## src/rtl/ifu_pkg.sv

```systemverilog
// Shared types and constants for the instruction fetch unit.
// The optional misaligned-fetch trap is enabled by defining IFU_MISALIGN_TRAP_EN.
package ifu_pkg;

  localparam int unsigned INSN_BYTES = 4;

  typedef enum logic [1:0] {
    ST_BOOT  = 2'd0,
    ST_FETCH = 2'd1,
    ST_TRAP  = 2'd2
  } ifu_state_e;

  typedef struct packed {
    logic [31:0] inst;
    logic [31:0] pc;
  } ifu_entry_t;

endpackage

```

## src/rtl/ifu_fifo.sv

```systemverilog
// Prefetch buffer: power-of-two deep FIFO of {inst, pc} entries with flush.
// Flush wins over push/pop; asynchronous reset empties it immediately.
module ifu_fifo
  import ifu_pkg::*;
#(
  parameter int DEPTH = 2
) (
  input  logic       i_clk,
  input  logic       i_rst_n,
  input  logic       i_flush,
  input  logic       i_push,
  input  ifu_entry_t i_wdata,
  input  logic       i_pop,
  output ifu_entry_t o_rdata,
  output logic       o_full,
  output logic       o_empty
);

  localparam int AW = (DEPTH > 1) ? $clog2(DEPTH) : 1;
  localparam logic [AW:0] FULL_CNT = (AW + 1)'(DEPTH);

  ifu_entry_t    mem_q [DEPTH];
  logic [AW-1:0] wr_ptr_q;
  logic [AW-1:0] rd_ptr_q;
  logic [AW:0]   count_q;
  logic          do_push;
  logic          do_pop;

  assign o_full  = (count_q == FULL_CNT);
  assign o_empty = (count_q == '0);
  assign do_pop  = i_pop && !o_empty;
  assign do_push = i_push && (!o_full || do_pop);
  assign o_rdata = mem_q[rd_ptr_q];

  // Pointers are exactly AW bits wide, so increments wrap modulo DEPTH.
  always_ff @(posedge i_clk or negedge i_rst_n) begin
    if (!i_rst_n) begin
      wr_ptr_q <= '0;
      rd_ptr_q <= '0;
      count_q  <= '0;
    end else if (i_flush) begin
      wr_ptr_q <= '0;
      rd_ptr_q <= '0;
      count_q  <= '0;
    end else begin
      if (do_push) wr_ptr_q <= wr_ptr_q + AW'(1);
      if (do_pop)  rd_ptr_q <= rd_ptr_q + AW'(1);
      case ({do_push, do_pop})
        2'b10:   count_q <= count_q + (AW + 1)'(1);
        2'b01:   count_q <= count_q - (AW + 1)'(1);
        default: count_q <= count_q;
      endcase
    end
  end

  always_ff @(posedge i_clk) begin
    if (!i_flush && do_push) mem_q[wr_ptr_q] <= i_wdata;
  end

endmodule

```

## src/rtl/ifetch_unit.sv

```systemverilog
// Instruction fetch unit: BOOT/FETCH/TRAP sequencer feeding a prefetch buffer.
// Define IFU_MISALIGN_TRAP_EN to trap on fetch addresses with pc[1:0] != 0.
module ifetch_unit
  import ifu_pkg::*;
#(
  parameter logic [31:0] RESET_PC = 32'h0000_0000,
  parameter int          DEPTH    = 2
) (
  input  logic        i_clk,
  input  logic        i_rst_n,
  output logic [31:0] o_imem_addr,
  output logic        o_imem_req,
  input  logic [31:0] i_imem_rdata,
  input  logic        i_redirect,
  input  logic [31:0] i_redirect_pc,
  output logic [31:0] o_inst,
  output logic [31:0] o_inst_pc,
  output logic        o_inst_valid,
  input  logic        i_inst_ready,
  output logic        o_trap,
  output logic [31:0] o_trap_pc,
  output ifu_state_e  o_dbg_state
);

  ifu_state_e  state_q, state_d;
  logic [31:0] pc_q, pc_d;
  ifu_entry_t  head;
  ifu_entry_t  hold_q;
  ifu_entry_t  wdata;
  logic        fifo_full;
  logic        fifo_empty;
  logic        pop;
  logic        push;
  logic        misaligned;

  // Handshake: an entry moves on a rising edge where o_inst_valid && i_inst_ready,
  // unless i_redirect is high (redirect discards the buffer instead).
  assign o_inst_valid = !fifo_empty;
  assign pop          = o_inst_valid && i_inst_ready && !i_redirect;

`ifdef IFU_MISALIGN_TRAP_EN
  assign misaligned = (pc_q[1:0] != 2'b00);
`else
  assign misaligned = 1'b0;
`endif

  assign push        = (state_q == ST_FETCH) && !misaligned && !i_redirect
                       && (!fifo_full || pop);
  assign o_imem_req  = push;
  assign o_imem_addr = pc_q;
  assign o_dbg_state = state_q;
  assign wdata       = '{inst: i_imem_rdata, pc: pc_q};

  ifu_fifo #(
    .DEPTH (DEPTH)
  ) u_fifo (
    .i_clk   (i_clk),
    .i_rst_n (i_rst_n),
    .i_flush (i_redirect),
    .i_push  (push),
    .i_wdata (wdata),
    .i_pop   (pop),
    .o_rdata (head),
    .o_full  (fifo_full),
    .o_empty (fifo_empty)
  );

  always_comb begin
    state_d = state_q;
    pc_d    = pc_q;
    if (i_redirect) begin
      state_d = ST_FETCH;
      pc_d    = i_redirect_pc;
    end else begin
      case (state_q)
        ST_BOOT:  state_d = ST_FETCH;
        ST_FETCH: begin
          if (misaligned)  state_d = ST_TRAP;
          else if (push)   pc_d    = pc_q + INSN_BYTES;
        end
        default:  state_d = state_q;
      endcase
    end
  end

  always_ff @(posedge i_clk or negedge i_rst_n) begin
    if (!i_rst_n) begin
      state_q <= ST_BOOT;
      pc_q    <= RESET_PC;
    end else begin
      state_q <= state_d;
      pc_q    <= pc_d;
    end
  end

  // Remember the last head shown so outputs stay stable while the buffer is empty.
  always_ff @(posedge i_clk or negedge i_rst_n) begin
    if (!i_rst_n)         hold_q <= '0;
    else if (!fifo_empty) hold_q <= head;
  end

  assign o_inst    = fifo_empty ? hold_q.inst : head.inst;
  assign o_inst_pc = fifo_empty ? hold_q.pc   : head.pc;

`ifdef IFU_MISALIGN_TRAP_EN
  logic [31:0] trap_pc_q;

  always_ff @(posedge i_clk or negedge i_rst_n) begin
    if (!i_rst_n)                               trap_pc_q <= '0;
    else if (i_redirect)                        trap_pc_q <= '0;
    else if (state_q == ST_FETCH && misaligned) trap_pc_q <= pc_q;
  end

  assign o_trap    = (state_q == ST_TRAP);
  assign o_trap_pc = trap_pc_q;
`else
  assign o_trap    = 1'b0;
  assign o_trap_pc = '0;
`endif

endmodule

```

## config.mk

```make
export PLATFORM = sky130hd
export DESIGN_NAME = ifetch_unit
export DESIGN_NICKNAME = d
export VERILOG_FILES = /design/src/rtl/ifu_pkg.sv /design/src/rtl/ifu_fifo.sv /design/src/rtl/ifetch_unit.sv
export SDC_FILE = /design/constraint.sdc
export NUM_CORES = 1
export LEC_CHECK = 0
export ABC_AREA = 0
export BUFFER_PORTS_ARGS = -buffer_cell sky130_fd_sc_hd__buf_2
export CAP_MARGIN = 40
export CORE_UTILIZATION = 54
export DETAILED_ROUTE_END_ITERATION = 10
export PLACE_DENSITY_LB_ADDON = 0.15
export SLEW_MARGIN = 20
export SYNTH_ARGS = -nofsm -noshare
export SYNTH_HDL_FRONTEND = slang
export SYNTH_SLANG_ARGS = --single-unit
```

## constraint.sdc

```tcl
create_clock -name i_clk -period 6.85 [get_ports i_clk]
set_input_delay 0 -clock i_clk [delete_from_list [all_inputs] [get_ports i_clk]]
set_output_delay 0 -clock i_clk [all_outputs]
set_load 0.02 [all_outputs]
```

==> flow_summary.ini, run 1 <==
[worst_setup_path]
worstSetupStartpoint = o_imem_addr[3]
cp_num_cells = 5
rrSetupSlack_ns = 4.26
crit_end = o_imem_addr[26]
cp-end-kind = flip-flop
arrival_ns = 3.00
setup.worst_path.start_class = flip-flop
critical_path_class = flip-flop to flip-flop
crit_chain = ha_1, nand4_2, or4_1, or4_1, a31oi_1
rr_worst_depth = 5
required_ns = 7.26
cp_top_family = simple AND/OR/NAND/NOR gates
rr_endpoint = o_imem_addr[26]
max_stage_delay_ns = 0.82
worstPathMaxFanout = 17
rr_startpoint = o_imem_addr[3]
crit_top_cell = or4_1
path_buf_inv = 0
cp_slowest_cell = or4_1

[timing]
rsz0062_at_grt = false
tns_ns = 0
worstMarginPinSlew_ns = 0.755
worst_slack_ns = 4.26
skew_ns = 0.0131
period_needed_ns = 2.59
max-slew-margin-rel_pct = 49.4
setup_viol = 0
timing.final.crit_share_pct = 37.8
fmax_mhz = 386
hold_viol = 0
drv_slew = 0

[die]
die_w_um = 132
rows = 47
design.core.area_mm2 = 0.0165
die_h_um = 132
die_area_mm2 = 0.0174
start_util_pct = 55.2
io_pins = 201

[drt]
wl_met1_um = 8540
routedWlPerCell_um = 17.2
wl_met3_um = 1110
drt_iter0_drc = 401
wirelength_um = 19800
top_layer_used = met4
via_per_inst = 5.33
post-route-drc-count = 0
antenna_left = 0
num_vias = 6126
drt_first_pass_iters = 5
dr_wl_met2_um = 9750

[power_and_ir_drop]
internal-power_mw = 2.58
power.total_mw = 3.55
powerDensity_mw_per_mm2 = 307
switching_power_mw = 0.964
combPwrFrac_pct = 16.3
p_seq_share_pct = 47.4
clkPwrFrac_pct = 36.3
p_leak_nw = 4.49
swShare_pct = 27.2
vdd_drop_max_mv = 0.183

[cells_and_area]
post_layout_nonfiller_instances = 1149
final_common_cell = buf_2
drive_above_1_share_pct = 23.8
final_nets = 980
syn_to_final_growth_pct = 26.7
nFillCells = 1133
antenna_cells = 0
layout_common_cells = 165 x buf_2, 128 x edfxtp_1, 100 x dfrtp_1
fin_area_mm2 = 0.0116

[logic_synthesis]
synth_ff_type = edfxtp_1
ys_ff_latch = 229
yosysSeqAreaShare_pct = 69.8
synthCells = 683
synth_area_mm2 = 0.00912
ys_async_sr_fraction_pct = 44.1
yosys_warnings = 0
avgSynthCellArea_um2 = 13.4
synth-edff-count = 128
post_synth_num_cell_types = 44

[placed_design]
pre_cts_ws_ns = 4.31
placed_cell_area_mm2 = 0.0101
gp_congestion = 0.838
io_buffers = 166
dp.cells = 1038
dpl.hpwl_um = 12000

[clock_tree]
htreeDepth = 1
clk_latency_ns = 0.50
post-cts-setup-buffer-count = 0
cts_buffers = 24
clkTransAtPathRegs_ns = 0.06
cts_tree = yes
cts.sinks = 229
clockBufferDepth = 3
cts_resized = 0
holdBufCountCts = 66
root_buffer = clkbuf_16

[grt]
grt_max_degree = 94
grtUsageTotal_pct = 22.8
grt_overflow = 0
grt_pass1_vias = 6250
grt_pass1_wl_um = 31600
antenna_found_initial = 0

[outcome]
status = finished, final reports clean

[min_path]
hold_class = input port to flip-flop
min_from = i_redirect

[run]
cap_viol_max_count = 0
cell usage after synthesis (6+ instances only):
library cell	count	share of area, %
buf_4	34	2.8
buf_1	6	0.25
a31oi_1	12	0.82
mux2i_1	65	7.1
or4_1	11	0.91
or3_1	11	0.75
clkbuf_1	28	1.2
xor2_1	6	0.58
nand3_1	14	0.77
dfrtp_1	101	28
a21oi_1	66	3.6
o21ai_0	20	1.1
nor2_1	80	3.3
edfxtp_1	128	42
nand2_1	28	1.2
nand4_1	6	0.41
cells by family (layout without fill, tap and decap cells):
kind of cell / count (synthesis) / after routing / synth area share (%)
AO/OA/AOI/OAI: 118 / 118 / 7.31
XOR/XNOR: 11 / 11 / 1.06
adder cells (fa/ha/maj): 1 / 1 / 0.137
buffers and inverters: 75 / 288 / 4.53
flip-flops: 229 / 229 / 69.8
multiplexers: 67 / 67 / 7.38
other: 2 / 35 / 0.0823
AND/OR/NAND/NOR: 180 / 180 / 9.66
worst reg2reg max path, cell delays in order (launching register included):
cell     delay, ns
dfrtp_1       0.46
ha_1          0.24
nand4_2       0.16
or4_1         0.82
or4_1         0.62
a31oi_1       0.20
layout make-up:
| class | count | area [um2] | share of cell area [%] |
|---|---|---|---|
| Tap cell | 220 | 275 | 2.38 |
| Timing Repair Buffer | 240 | 1620 | 14.0 |
| Sequential cell | 229 | 6370 | 55.1 |
| Inverter | 4 | 15.0 | 0.130 |
| Multi-Input combinational cell | 412 | 2470 | 21.4 |
| Clock buffer | 34 | 689 | 5.96 |
| Clock inverter | 10 | 116 | 1.01 |
per-stage QoR:
step	hold slack, ns	utilization, %
2_1_floorplan	-0.296	-
6_report	0.0605	70.0
4_1_cts	0.0425	69.8
5_1_grt	0.0988	70.0
3_5_place_dp	0.101	60.9
3_3_place_gp	0.0903	60.5
per-layer routing:
metal | up-vias | GRT usage, %
met1 | 2988 | 31.8
met2 | 232 | 38.0
li1 | 2874 | -
met4 | 0 | 6.40
met3 | 32 | 3.08
met5 | - | 0
sequential cells by signal (all words and copies together) (netlist names):
name / cells
u_fifo.wr_ptr_q: 1
u_fifo.count_q: 2
u_fifo.rd_ptr_q: 1
o_imem_addr: 32
u_fifo.mem_q: 128
o_dbg_state: 1
hold_q: 64
power groups by stage:
stage	registers (mW)	logic (mW)	clock network [mW]
after CTS	1.68	0.576	1.31
final	1.68	0.578	1.29
after floorplan	1.70	0.349	0
after global placement	1.71	0.515	0
after detailed placement	1.71	0.545	0
after global routing	1.70	0.630	1.36
worst min-delay path by stage:
stage / end / slack, ns / depth (start not counted)
after floorplan: hold_q[0] / -0.30 / 0
after global placement: hold_q[55] / 0.09 / 1
after detailed placement: hold_q[56] / 0.10 / 1
after CTS: u_fifo.rd_ptr_q / 0.04 / 3
after global routing: o_imem_addr[9] / 0.1 / 4
final: u_fifo.rd_ptr_q / 0.06 / 3
No activity file was read; power rests on OpenSTA's default activity.
==> run 2: changes to the inputs <==
Settings changed: CORE_UTILIZATION 54 to 49.
Clock period 6.85 ns to 2.3 ns, I/O delays scaled along.
==> run 2 against run 1 <==
  * The run now ends with DRC left
  * Total power grew to 2.9 times the previous value
  * Maximum frequency increased by 16%
  * Sequential share of layout area down 0.71 points
  * Flip-flop and latch count unchanged
  * Wire length increased by 2.7%
  * Global-route usage is 1.6 points lower
  * Clock power grew to 2.7 times the previous value
  * Core utilization is 5.2 points lower
  * Clock skew up 0.0084 ns
  * Critical endpoint is now o_imem_addr[23]
  * Largest power group unchanged
  * Highest routed layer unchanged
==> flow_summary.ini, run 2 (synthesized netlist as in run 1, its figures left out) <==
[placed_design]
dp.cells = 1059
io_buffers = 166
dpl.hpwl_um = 12500
gp_congestion = 0.915

[worst_setup_path]
rrSetupSlack_ns = 0.07
crit_end = o_imem_addr[23]
worstSetupStartpoint = u_fifo.count_q[1]
required_ns = 2.73
setup.worst_path.start_class = flip-flop
rr_endpoint = o_imem_addr[23]
worstPathMaxFanout = 20
arrival_ns = 2.65
rr_worst_depth = 5
rr_startpoint = u_fifo.count_q[1]
critical_path_class = flip-flop to flip-flop
cp-end-kind = flip-flop

[grt]
grt_pass1_wl_um = 32300
grtUsageTotal_pct = 21.2
antenna_found_initial = 0
grt_pass1_vias = 6287
grt_overflow = 0
grt_max_degree = 65

[power_and_ir_drop]
internal-power_mw = 7.43
p_seq_share_pct = 48.4
swShare_pct = 27.9
combPwrFrac_pct = 17.3
powerDensity_mw_per_mm2 = 880
clkPwrFrac_pct = 34.3
p_leak_nw = 4.54
power.total_mw = 10.3
switching_power_mw = 2.88
vdd_drop_max_mv = 0.479

[cells_and_area]
drive_above_1_share_pct = 24.6
antenna_cells = 0
final_nets = 1002
final_util_pct = 64.8
post_layout_nonfiller_instances = 1180
top_register = u_fifo.mem_q
layout_common_cells = 166 x buf_2, 128 x edfxtp_1, 99 x dfrtp_1
largest_register_ffs = 128
final_common_cell = buf_2
syn_to_final_growth_pct = 28.4

[clock_tree]
cts_tree = yes
clockBufferDepth = 3
clkTransAtPathRegs_ns = 0.06
clk_latency_ns = 0.51
root_buffer = clkbuf_16
htreeDepth = 1
cts_buffers = 24
post-cts-setup-buffer-count = 0
cts_resized = 0
cts.sinks = 229

[drt]
antenna_left = 0
wirelength_um = 20300
via_per_inst = 5.29
drt_iter0_drc = 317
post-route-drc-count = 17
num_vias = 6240
routedWlPerCell_um = 17.2
drt_first_pass_iters = 8

[outcome]
violations = DRC
status = complete, but fails checks

[timing]
tns_ns = 0
hold_viol = 0
rsz0062_at_grt = false
worstMarginPinSlew_ns = 0.543
setup_viol = 0
drv_slew = 0
skew_ns = 0.0215
max-slew-margin-rel_pct = 63.8
period_needed_ns = 2.23
fmax_mhz = 449
timing.final.crit_share_pct = 96.8

[die]
die_area_mm2 = 0.0192
die_w_um = 138
io_pins = 201
design.core.area_mm2 = 0.0181
die_h_um = 138
rows = 49
start_util_pct = 50.4

[run]
cap_viol_max_count = 0

[min_path]
hold_class = input port to flip-flop
## run 2: worst min-delay path by stage
stage,startpoint,to,slack (ns),cells past startpoint
2_1_floorplan,i_rst_n,hold_q[0],-0.30,0
3_3_place_gp,i_rst_n,hold_q[56],-0.07,1
3_5_place_dp,i_rst_n,hold_q[55],-0.07,1
4_1_cts,i_redirect,o_imem_addr[22],0.0005,2
5_1_grt,i_redirect,o_imem_addr[19],0.03,2
6_report,i_redirect,o_imem_addr[22],0.02,2
## run 2: area by class of cell
class / instances / area (um2)
clock inverter: 14 / 76.3
timing repair buffer: 260 / 1810
fill: 1392 / 6370
tap: 229 / 287
inverter: 4 / 15.0
multi-input combinational: 414 / 2500
clock buffer: 30 / 654
sequential: 229 / 6380
## run 2: stage by stage
stage	hold slack (ns)	setup slack, ns	area (um2)
finish	0.0219	0.0741	11700
global placement	-0.0707	0.182	10200
global route	0.0292	0.0149	11700
detailed placement	-0.0681	0.154	10200
floorplan	-0.296	-0.414	9280
CTS	0.000452	0.0941	11700
## run 2: critical path, cell delays in order (launching register included)
cell and delay (ns):
dfrtp_1 0.49, nor3b_2 0.23, or4_1 0.55, buf_4 0.21
or4_1 0.48, a31oi_1 0.19
## run 2: power by group through the flow
stage	combinational, mW	sequential [mW]	clock, mW
detailed placement	1.67	5.07	0
floorplan	1.05	5.06	0
global route	1.93	5.04	3.79
global placement	1.63	5.05	0
finish	1.78	4.99	3.54
CTS	1.78	4.99	3.63
## run 2: layer usage
metal	routed length (um)	vias up	track usage [%]
li1	-	2934	-
met1	8700	3062	28.3
met2	9940	218	35.9
met3	1300	26	3.60
met4	359	0	5.80
met5	0	-	0
## run 2: what timing repair did
item | CTS | global route
hold endpoints to repair | 200 | 0
hold buffers | 75 | 0
setup endpoints to repair | 0 | 23
